$ cat config.mk
export PLATFORM = sky130hd
export DESIGN_NAME = mutative_setup_ctrl
export DESIGN_NICKNAME = d
export VERILOG_FILES = /design/src/rtl/mutative_setup_ctrl.sv
export SDC_FILE = /design/constraint.sdc
export NUM_CORES = 1
export LEC_CHECK = 0
export BUFFER_PORTS_ARGS = -buffer_cell sky130_fd_sc_hd__buf_2
export CORE_MARGIN = 4
export CORE_UTILIZATION = 54
export CTS_CLUSTER_DIAMETER = 200
export DETAILED_ROUTE_END_ITERATION = 8
export PLACE_DENSITY = 0.82
export SYNTH_ARGS = -nofsm -noshare
export SYNTH_HDL_FRONTEND = slang
export SYNTH_SLANG_ARGS = --single-unit
$ cat constraint.sdc
create_clock -name clk -period 3.2 [get_ports clk]
set_input_delay 0.16 -clock clk [delete_from_list [all_inputs] [get_ports clk]]
set_output_delay 0.16 -clock clk [all_outputs]
set_load 0.02 [all_outputs]
$ cat src/rtl/mutative_setup_ctrl.sv
// Associativity reconfiguration controller: drains the cache, writes back dirty lines,
// invalidates every physical line, then commits the new setup value.
module mutative_setup_ctrl #(
    parameter int LINES     = 64,
    parameter int IDX_BITS  = 6,
    parameter int MAX_SETUP = 3
) (
    input  logic                clk,
    input  logic                rst,
    input  logic                setup_valid,
    input  logic                setup_update,
    output logic                setup_ready,
    output logic [1:0]          setup,
    input  logic                cache_idle,
    output logic                cache_stall,
    output logic [IDX_BITS-1:0] meta_idx,
    output logic                meta_rd,
    input  logic                meta_valid,
    input  logic                meta_dirty,
    output logic                meta_inv,
    output logic                wb_req,
    input  logic                wb_ack
);

    // state   | meaning
    // IDLE    | waiting for a request, cache running
    // DRAIN   | stalled, waiting for the cache FSM to go idle
    // READ    | metadata read strobe for line meta_idx
    // CHECK   | metadata returned, pick writeback or invalidate
    // WB      | writeback of line meta_idx in flight
    // INV     | invalidate line meta_idx, advance or finish
    // COMMIT  | apply new setup, one-cycle setup_ready
    typedef enum logic [2:0] {
        S_IDLE, S_DRAIN, S_READ, S_CHECK, S_WB, S_INV, S_COMMIT
    } state_t;

    localparam logic [1:0]          SETUP_MAX = 2'(MAX_SETUP);
    localparam logic [IDX_BITS-1:0] IDX_LAST  = IDX_BITS'(LINES - 1);

    state_t              state;
    state_t              state_nx;
    logic                dir;
    logic                noop;
    logic                req_noop;
    logic [IDX_BITS-1:0] idx;

    assign req_noop = setup_update ? (setup == SETUP_MAX) : (setup == 2'd0);

    always_comb begin
        state_nx = state;
        case (state)
            S_IDLE:   if (setup_valid) state_nx = req_noop ? S_COMMIT : S_DRAIN;
            S_DRAIN:  if (cache_idle) state_nx = S_READ;
            S_READ:   state_nx = S_CHECK;
            S_CHECK:  state_nx = (meta_valid && meta_dirty) ? S_WB : S_INV;
            S_WB:     if (wb_ack) state_nx = S_INV;
            S_INV:    state_nx = (idx == IDX_LAST) ? S_COMMIT : S_READ;
            S_COMMIT: state_nx = S_IDLE;
            default:  state_nx = S_IDLE;
        endcase
    end

    always_ff @(posedge clk) begin
        if (!rst) begin
            state <= S_IDLE;
            setup <= 2'd0;
            idx   <= '0;
            dir   <= 1'b0;
            noop  <= 1'b0;
        end else begin
            state <= state_nx;
            case (state)
                S_IDLE: begin
                    if (setup_valid) begin
                        dir  <= setup_update;
                        noop <= req_noop;
                    end
                end
                S_DRAIN: begin
                    if (cache_idle) idx <= '0;
                end
                S_INV: begin
                    if (idx != IDX_LAST) idx <= idx + 1'b1;
                end
                S_COMMIT: begin
                    idx  <= '0;
                    noop <= 1'b0;
                    // saturation was already resolved in IDLE, so this never wraps
                    if (!noop) setup <= dir ? setup + 2'd1 : setup - 2'd1;
                end
                default: ;
            endcase
        end
    end

    // a no-op request passes through COMMIT without stalling the cache
    assign cache_stall = (state != S_IDLE) && !noop;
    assign setup_ready = (state == S_COMMIT);
    assign meta_rd     = (state == S_READ);
    assign meta_inv    = (state == S_INV);
    assign wb_req      = (state == S_WB);
    assign meta_idx    = idx;

endmodule
==> flow_summary_export.csv, run 1 <==
group,metric,value,unit
timing,slew_violations,0,
place,place_congestion,0.860,
critical_path,slowest_stage,"nor3_1",
synthesis,muxShareOfSynthArea,3.81,%
critical_path,crit_type,"register to register",
synthesis,ys_async_sr_fraction,0,%
drt,viasPerCell,5.82,
global_route,grt-ovfl-total,0,
floorplan,die-area,2130,µm²
timing,period_minus_slack,1910,ps
critical_path,setup.worst_path.start_class,"register",
timing,fin_setup_tns,0,ps
global_route,met2_usage,29.7,%
drt,firstDrtPassIters,4,
timing,setup_violations,0,
clock_tree,cts_htree_levels,1,
synthesis,synth.ff_latch_count,13,
final_layout,nets,126,
clock_tree,cts_resized,0,
clock_tree,cts_setup_buffers,0,
critical_path,critPathTopFamily,"simple AND/OR/NAND/NOR gates",
synthesis,synth_xor_area_share,2.22,%
timing,rsz0062_at_grt,"false",
global_route,grt_max_degree,13,
final_layout,multiInputGateArea,482,µm²
worst_hold_path,hp-class,"input pin to register",
place,placed_area,881,µm²
clock_tree,cts.reportedPaths.clkPinSlew,80,ps
floorplan,num_io_pins,21,
clock_tree,clockBufferDepth,2,
critical_path,crit_fanout,9,
synthesis,synth_warnings,0,
floorplan,start_util,59.1,%
timing,finalHoldViolations,0,
synthesis,yosys.area_share.simple,33.3,%
synthesis,yosys.cell_count.top_type,"dfxtp_1",
synthesis,synthAdderAreaFrac,1.59,%
synthesis,yosysSeqAreaShare,33.0,%
place,place_ws,1310,ps
synthesis,synth_ff_type,"dfxtp_1",
global_route,grt_util_all_layers,18.7,%
synthesis,synth_area,788,µm²
timing,fin_crit_sh,59.6,%
synthesis,synth_area_leaders,"dfxtp_1 33%, nor3_1 5.1%, nand3_1 4.4%",
drt,drt_iter0_markers,13,
place,place.port_buffers,20,
floorplan,rows,13,
power,finalPower,0.602,mW
drt,totalWireLength,1700,µm
power,p_leak,0.403,nW
critical_path,cp_data_required_time,3410,ps
timing,slew_headroom,43.4,%
status,status,"finished, final reports clean",
critical_path,critPathMaxStageDelay,720,ps
clock_tree,cts_root_buffer,"clkbuf_4",
final_layout,fin_area,907,µm²
floorplan,die_w,46.2,µm
clock_tree,cts_hold_buf,0,
global_route,grt_util_met1,22.8,%
timing,fin_skew,0.578,ps
global_route,use_met3,3.52,%
final_layout,area_growth_syn_to_layout,15.1,%
global_route,antenna_found_initial,0,
timing,fin_ws,1290,ps
synthesis,synth_top_family_by_area,"simple AND/OR/NAND/NOR gates",
critical_path,regToRegSetupSlack,1290,ps
drt,drtAntennaViolNets,0,
final_layout,n_fill_cell,112,
final_layout,instances_no_fill,131,
timing,worst_pin_slew,843,ps
final_layout,utilization,68.0,%
drt,drc,0,
synthesis,synth.top_cells.by_count,"13 x dfxtp_1, 8 x nor3_1, 7 x nand2_1, 7 x nand3_1, 7 x o21ai_0",
synthesis,synth-compound-area-share,20.2,%
flow_run,cap_violations,0,
clock_tree,clock_latency,280,ps
drt,vias,763,
final_layout,antenna_cells,0,
synthesis,syn_area_per_cell,8.30,µm²
critical_path,worst-path-buf-inv,0,
power,powerDensity,664,nW/µm²
global_route,grt_pass1_vias,706,
synthesis,synth_top_area_share,33.0,%
power,ir_drop,0.000370,V
critical_path,path_cells,"ha_1, nand3_1, nor3_1, o21ai_0, a21oi_1",
place,dp_cells,127,
synthesis,yosysUniqueCellTypes,34,
clock_tree,cts_buffers,3,
timing,hold_slack,149,ps
synthesis,synth_cells,95,
clock_tree,cts_tree,"done",
synthesis,synth-edff-count,0,
place,dpl.hpwl,1290,µm
floorplan,core_area,1330,µm²
global_route,grt_pass1_wl,2860,µm
final_layout,regArea,260,µm²
floorplan,fp.dieH,46.2,µm
critical_path,endpoint_kind,"register",
drt,wl_per_cell,13.0,µm
critical_path,cp.arrival,2120,ps
synthesis,synth_top_area_cell,"dfxtp_1",
global_route,gr-max-usage-layer,"met2",
synthesis,syn-num-nets,104,
clock_tree,cts_sinks,13,
final_layout,drive_above_1_share,25.0,%
timing,max_freq,524,MHz
==> worst reg2reg max path, stage by stage (launching register included) <==
cell and delay (ps):
dfxtp_1 410, ha_1 200, nand3_1 130, nor3_1 720, o21ai_0 200, a21oi_1 190
==> sequential cells by signal (all words and copies together) (netlist names) <==
name / count
state: 3
setup: 2
noop: 1
meta_idx: 6
dir: 1
==> final cells by class <==
cell class | instances | share of cell area (%)
Sequential cell | 13 | 28.7
Clock buffer | 4 | 2.90
Inverter | 4 | 2.21
Tap cell | 15 | 2.07
Multi-Input combinational cell | 75 | 53.1
Timing Repair Buffer | 20 | 11.0
==> per-layer routing <==
layer | wire (µm) | part of all wire [%] | vias to the layer above
met1 | 755 | 44 | 340
met5 | 0 | 0 | -
met3 | 109 | 6.4 | 5
met2 | 787 | 46 | 28
li1 | - | - | 390
met4 | 46 | 2.7 | 0
==> final timing paths <==
path,startpoint,to,cells after the start
min,setup_update,dir,3
max,meta_idx[0],meta_idx[0],5
min reg2reg,dir,dir,2
max reg2reg,meta_idx[0],meta_idx[0],5
==> cells in the final DEF (no fill, tap or decap), drive strengths merged, types with 4 or more instances in the layout <==
master,netlist,final
nor2,6,6
o21ai,7,7
buf,3,20
nand3,7,7
nor3,8,8
clkbuf,0,4
nand2,7,7
a21oi,7,7
dfxtp,13,13
==> kinds of logic after synthesis <==
logic type,after synthesis
buf+inv,7
flops,13
mux,3
xor+xnor,2
fa+ha+maj,1
simple gates,46
compound gates,23
==> power by group <==
group | switching [mW] | internal (mW)
Clock | 0.0540 | 0.0484
Sequential | 0.0570 | 0.188
Combinational | 0.148 | 0.107
Total | 0.259 | 0.343
No activity file was read; power rests on OpenSTA's default activity.
==> run 2: changes to the inputs <==
Settings changed: CORE_UTILIZATION 54 to 45, PLACE_DENSITY 0.82 to 0.73.
Clock period 3.2 ns to 1.5 ns, I/O delays scaled along.
==> flow_summary_export.csv, run 2 (synthesis results as in run 1) <==
group,metric,value,unit
status,status,"finished, final reports clean",
global_route,antenna_found_initial,0,
worst_hold_path,hold_start,"setup_update",
timing,period_minus_slack,1440,ps
critical_path,path_cells,"and2b_4, a21oi_4, or4b_1, a21oi_2",
final_layout,largest_register_ff_count,6,
global_route,grt_pass1_vias,696,
global_route,use_met3,1.81,%
drt,drtAntennaViolNets,0,
critical_path,r2r_start,"state[1]",
critical_path,crit_type,"register to register",
global_route,grt_util_met1,18.9,%
floorplan,start_util,50.0,%
floorplan,fp.dieH,49.9,µm
critical_path,cp_data_required_time,1700,ps
final_layout,area_growth_syn_to_layout,33.3,%
floorplan,die_w,49.9,µm
drt,drt_iter0_markers,12,
timing,slew_headroom,71.5,%
timing,hold_slack,78.8,ps
drt,totalWireLength,1790,µm
place,place_ws,35.5,ps
timing,rsz0062_at_grt,"false",
flow_run,cap_violations,0,
drt,wl_per_cell,12.6,µm
floorplan,num_io_pins,21,
final_layout,drive_above_1_share,40.5,%
critical_path,regToRegSetupSlack,60,ps
timing,fin_crit_sh,96.3,%
power,finalPower,1.44,mW
global_route,grt-ovfl-total,0,
clock_tree,cts_htree_levels,1,
timing,worst_pin_slew,425,ps
clock_tree,cts_buffers,3,
timing,max_freq,693,MHz
global_route,grt_max_degree,11,
critical_path,crit_fanout,10,
clock_tree,cts.reportedPaths.clkPinSlew,70,ps
timing,finalHoldViolations,0,
timing,fin_ws,56.0,ps
clock_tree,cts_tree,"done",
global_route,met2_usage,25.6,%
floorplan,core_area,1580,µm²
global_route,grt_pass1_wl,2950,µm
final_layout,n_fill_cell,147,
timing,slew_violations,0,
power,ir_drop,0.000879,V
clock_tree,cts_sinks,13,
clock_tree,cts_hold_buf,0,
floorplan,rows,14,
drt,firstDrtPassIters,4,
critical_path,critPathMaxStageDelay,520,ps
final_layout,nets,136,
global_route,grt_util_all_layers,15.3,%
place,place.port_buffers,20,
critical_path,critPathLaunch,"state[1]",
floorplan,die-area,2490,µm²
final_layout,layout_commonest_cell,"buf_2",
clock_tree,cts_root_buffer,"clkbuf_4",
power,powerDensity,1370,nW/µm²
critical_path,slowest_stage,"or4b_1",
worst_hold_path,hp-class,"input pin to register",
critical_path,setup.worst_path.start_class,"register",
final_layout,final_cell_mix,"20 x buf_2, 10 x buf_4, 9 x dfxtp_1, 7 x o21ai_0, 7 x nand2_1",
drt,viasPerCell,5.68,
drt,drc,0,
global_route,gr-max-usage-layer,"met2",
critical_path,cp.arrival,1640,ps
power,p_leak,0.472,nW
drt,vias,807,
place,dpl.hpwl,1440,µm
place,place_congestion,0.807,
final_layout,antenna_cells,0,
clock_tree,clockBufferDepth,2,
timing,setup_violations,0,
critical_path,endpoint_kind,"register",
clock_tree,clock_latency,260,ps
timing,fin_skew,1.41,ps
timing,fin_setup_tns,0,ps
[run 2: critical path: cells and delay by family, from the launching register on]
kind / cells / cell delay [ps]
AOI/OAI and AO/OA: 2 / 220
and+or+nand+nor: 2 / 800
DFF: 1 / 370
[run 2: worst paths after layout]
path                 endpoint  depth (start not counted)
setup / recovery  meta_idx[0]                          4
hold / removal            dir                          3
setup reg to reg  meta_idx[0]                          4
hold reg to reg           dir                          2
[run 2: repair_timing]
item | in CTS | in global routing
buffers inserted | 0 | 1
cloned | 0 | 0
pin swaps | 0 | 2
resized for setup | 1 | 12
setup endpoints to repair | 1 | 6
[run 2: through the flow]
stage	utilization (%)	std cells	instance area, µm²
floorplan	-	95	807
global placement	61.4	137	968
detailed placement	61.4	137	968
CTS	63.4	141	1000
global route	66.7	142	1050
finish	66.7	142	1050
[run 2: final cells by class]
type / instances / area, µm² / share of cell area (%)
inverters: 4 / 20.0 / 1.90
repair buffers: 30 / 175 / 16.7
multi-input cells: 75 / 542 / 51.5
clock buffers: 4 / 26.3 / 2.50
well taps: 16 / 20.0 / 1.90
flip-flops and latches: 13 / 268 / 25.5
[run 2: metal layers]
metal / vias to the layer above / share of wire (%)
met5: - / 0
met4: 0 / 1.3
met3: 2 / 3.4
met2: 14 / 49
met1: 375 / 46
li1: 416 / -
[run 2: where the power goes]
part,switching (mW),internal (mW),leakage [nW]
sequential,0.0794,0.411,0.108
clock,0.103,0.103,0.0150
combinational,0.411,0.337,0.350
==> run 3: changes to the inputs <==
Settings changed: CTS_BUF_LIST from default to sky130_fd_sc_hd__clkbuf_8 sky130_fd_sc_hd__clkbuf_16, SKIP_CTS_REPAIR_TIMING from default to 1.
==> flow_summary_export.csv, run 3 (synthesis results as in run 1) <==
group,metric,value,unit
status,status,"finished, final reports clean",
global_route,grt_pass1_wl,2950,µm
timing,fin_skew,2.24,ps
flow_run,cap_violations,0,
final_layout,final_cell_mix,"20 x buf_2, 10 x dfxtp_1, 10 x buf_4, 7 x o21ai_0, 7 x nand2_1",
critical_path,crit_type,"register to register",
place,dpl.hpwl,1440,µm
clock_tree,cts_root_buffer,"clkbuf_8",
worst_hold_path,hold_start,"setup_update",
critical_path,r2r_start,"state[1]",
worst_hold_path,hp-class,"input pin to register",
critical_path,cp.arrival,1600,ps
critical_path,setup.worst_path.start_class,"register",
drt,wl_per_cell,12.7,µm
final_layout,layout_commonest_cell,"buf_2",
timing,finalHoldViolations,0,
drt,firstDrtPassIters,4,
floorplan,core_area,1580,µm²
floorplan,num_io_pins,21,
final_layout,antenna_cells,0,
final_layout,multiInputGateArea,518,µm²
global_route,grt_max_degree,11,
timing,slew_headroom,71.3,%
power,powerDensity,1440,nW/µm²
clock_tree,cts_tree,"done",
final_layout,n_fill_cell,149,
critical_path,endpoint_kind,"register",
place,place.port_buffers,20,
clock_tree,cts_htree_levels,1,
floorplan,fp.dieH,49.9,µm
global_route,antenna_found_initial,0,
power,p_leak,0.479,nW
critical_path,regToRegSetupSlack,60,ps
worst_hold_path,holdPathStages,3,
clock_tree,clockBufferDepth,2,
worst_hold_path,hold_end,"dir",
drt,viasPerCell,5.65,
floorplan,die-area,2490,µm²
floorplan,die_w,49.9,µm
drt,drtAntennaViolNets,0,
critical_path,crit_fanout,10,
drt,drt_iter0_markers,13,
drt,totalWireLength,1800,µm
timing,worst_pin_slew,428,ps
timing,setup_violations,0,
global_route,grt-ovfl-total,0,
global_route,grt_pass1_vias,688,
timing,slew_violations,0,
clock_tree,cts.reportedPaths.clkPinSlew,50,ps
drt,vias,803,
timing,fin_crit_sh,95.9,%
clock_tree,cts_buffers,3,
drt,drc,0,
final_layout,fin_area,1040,µm²
global_route,grt_util_all_layers,15.5,%
floorplan,start_util,50.0,%
timing,period_minus_slack,1440,ps
clock_tree,clock_latency,240,ps
final_layout,area_growth_syn_to_layout,32.2,%
place,placed_area,968,µm²
place,place_congestion,0.807,
final_layout,nets,136,
critical_path,rr_worst_depth,4,
clock_tree,cts_sinks,13,
timing,max_freq,695,MHz
final_layout,drive_above_1_share,38.1,%
final_layout,utilization,66.1,%
critical_path,rr_endpoint,"meta_idx[0]",
final_layout,largest_register_ff_count,6,
floorplan,rows,14,
power,ir_drop,0.000915,V
critical_path,cp_data_required_time,1660,ps
final_layout,regArea,264,µm²
run 3: stage by stage:
step	setup WS, ps	hold WS, ps	total power [mW]	instances	TNS (ps)
2_1_floorplan	27.2	214	0.987	95	0
3_5_place_dp	35.5	358	1.19	137	0
6_report	60.8	112	1.50	142	0
5_1_grt	-0.718	126	1.62	142	-0.718
3_3_place_gp	84.4	346	1.18	137	0
4_1_cts	11.3	110	1.49	141	0
run 3: cell type report:
type / count / area share (%)
Clock buffer: 3 / 3.96
Inverter: 4 / 1.92
Tap cell: 16 / 1.92
Multi-Input combinational cell: 75 / 49.7
Sequential cell: 13 / 25.3
Timing Repair Buffer: 30 / 16.8
Clock inverter: 1 / 0.360
run 3: report_power, final:
part	internal [mW]	total (mW)	switching (mW)	leakage, nW
clock	0.180	0.297	0.117	0.0269
sequential	0.407	0.487	0.0794	0.107
combinational	0.325	0.721	0.396	0.346
run 3: critical path, cell delays in order (launching register included):
cell and delay, ps:
dfxtp_2 350, and2b_4 280, a21oi_4 90, or4b_1 510, a21oi_1 150
run 3: worst max-delay path by stage:
stage | startpoint | to | depth (start not counted)
2_1_floorplan | meta_idx[0] | meta_idx[3] | 5
4_1_cts | state[2] | cache_stall | 5
5_1_grt | meta_idx[1] | meta_idx[2] | 6
3_3_place_gp | state[2] | meta_idx[3] | 4
6_report | state[1] | meta_idx[0] | 4
3_5_place_dp | state[2] | meta_idx[0] | 4
run 3: metal layers:
| layer | global-route usage [%] | wire length (µm) | vias to the layer above |
|---|---|---|---|
| met4 | 8.29 | 23 | 0 |
| met5 | 0 | 0 | - |
| met3 | 2.71 | 64 | 2 |
| li1 | - | - | 413 |
| met2 | 25.6 | 881 | 16 |
| met1 | 18.9 | 828 | 372 |
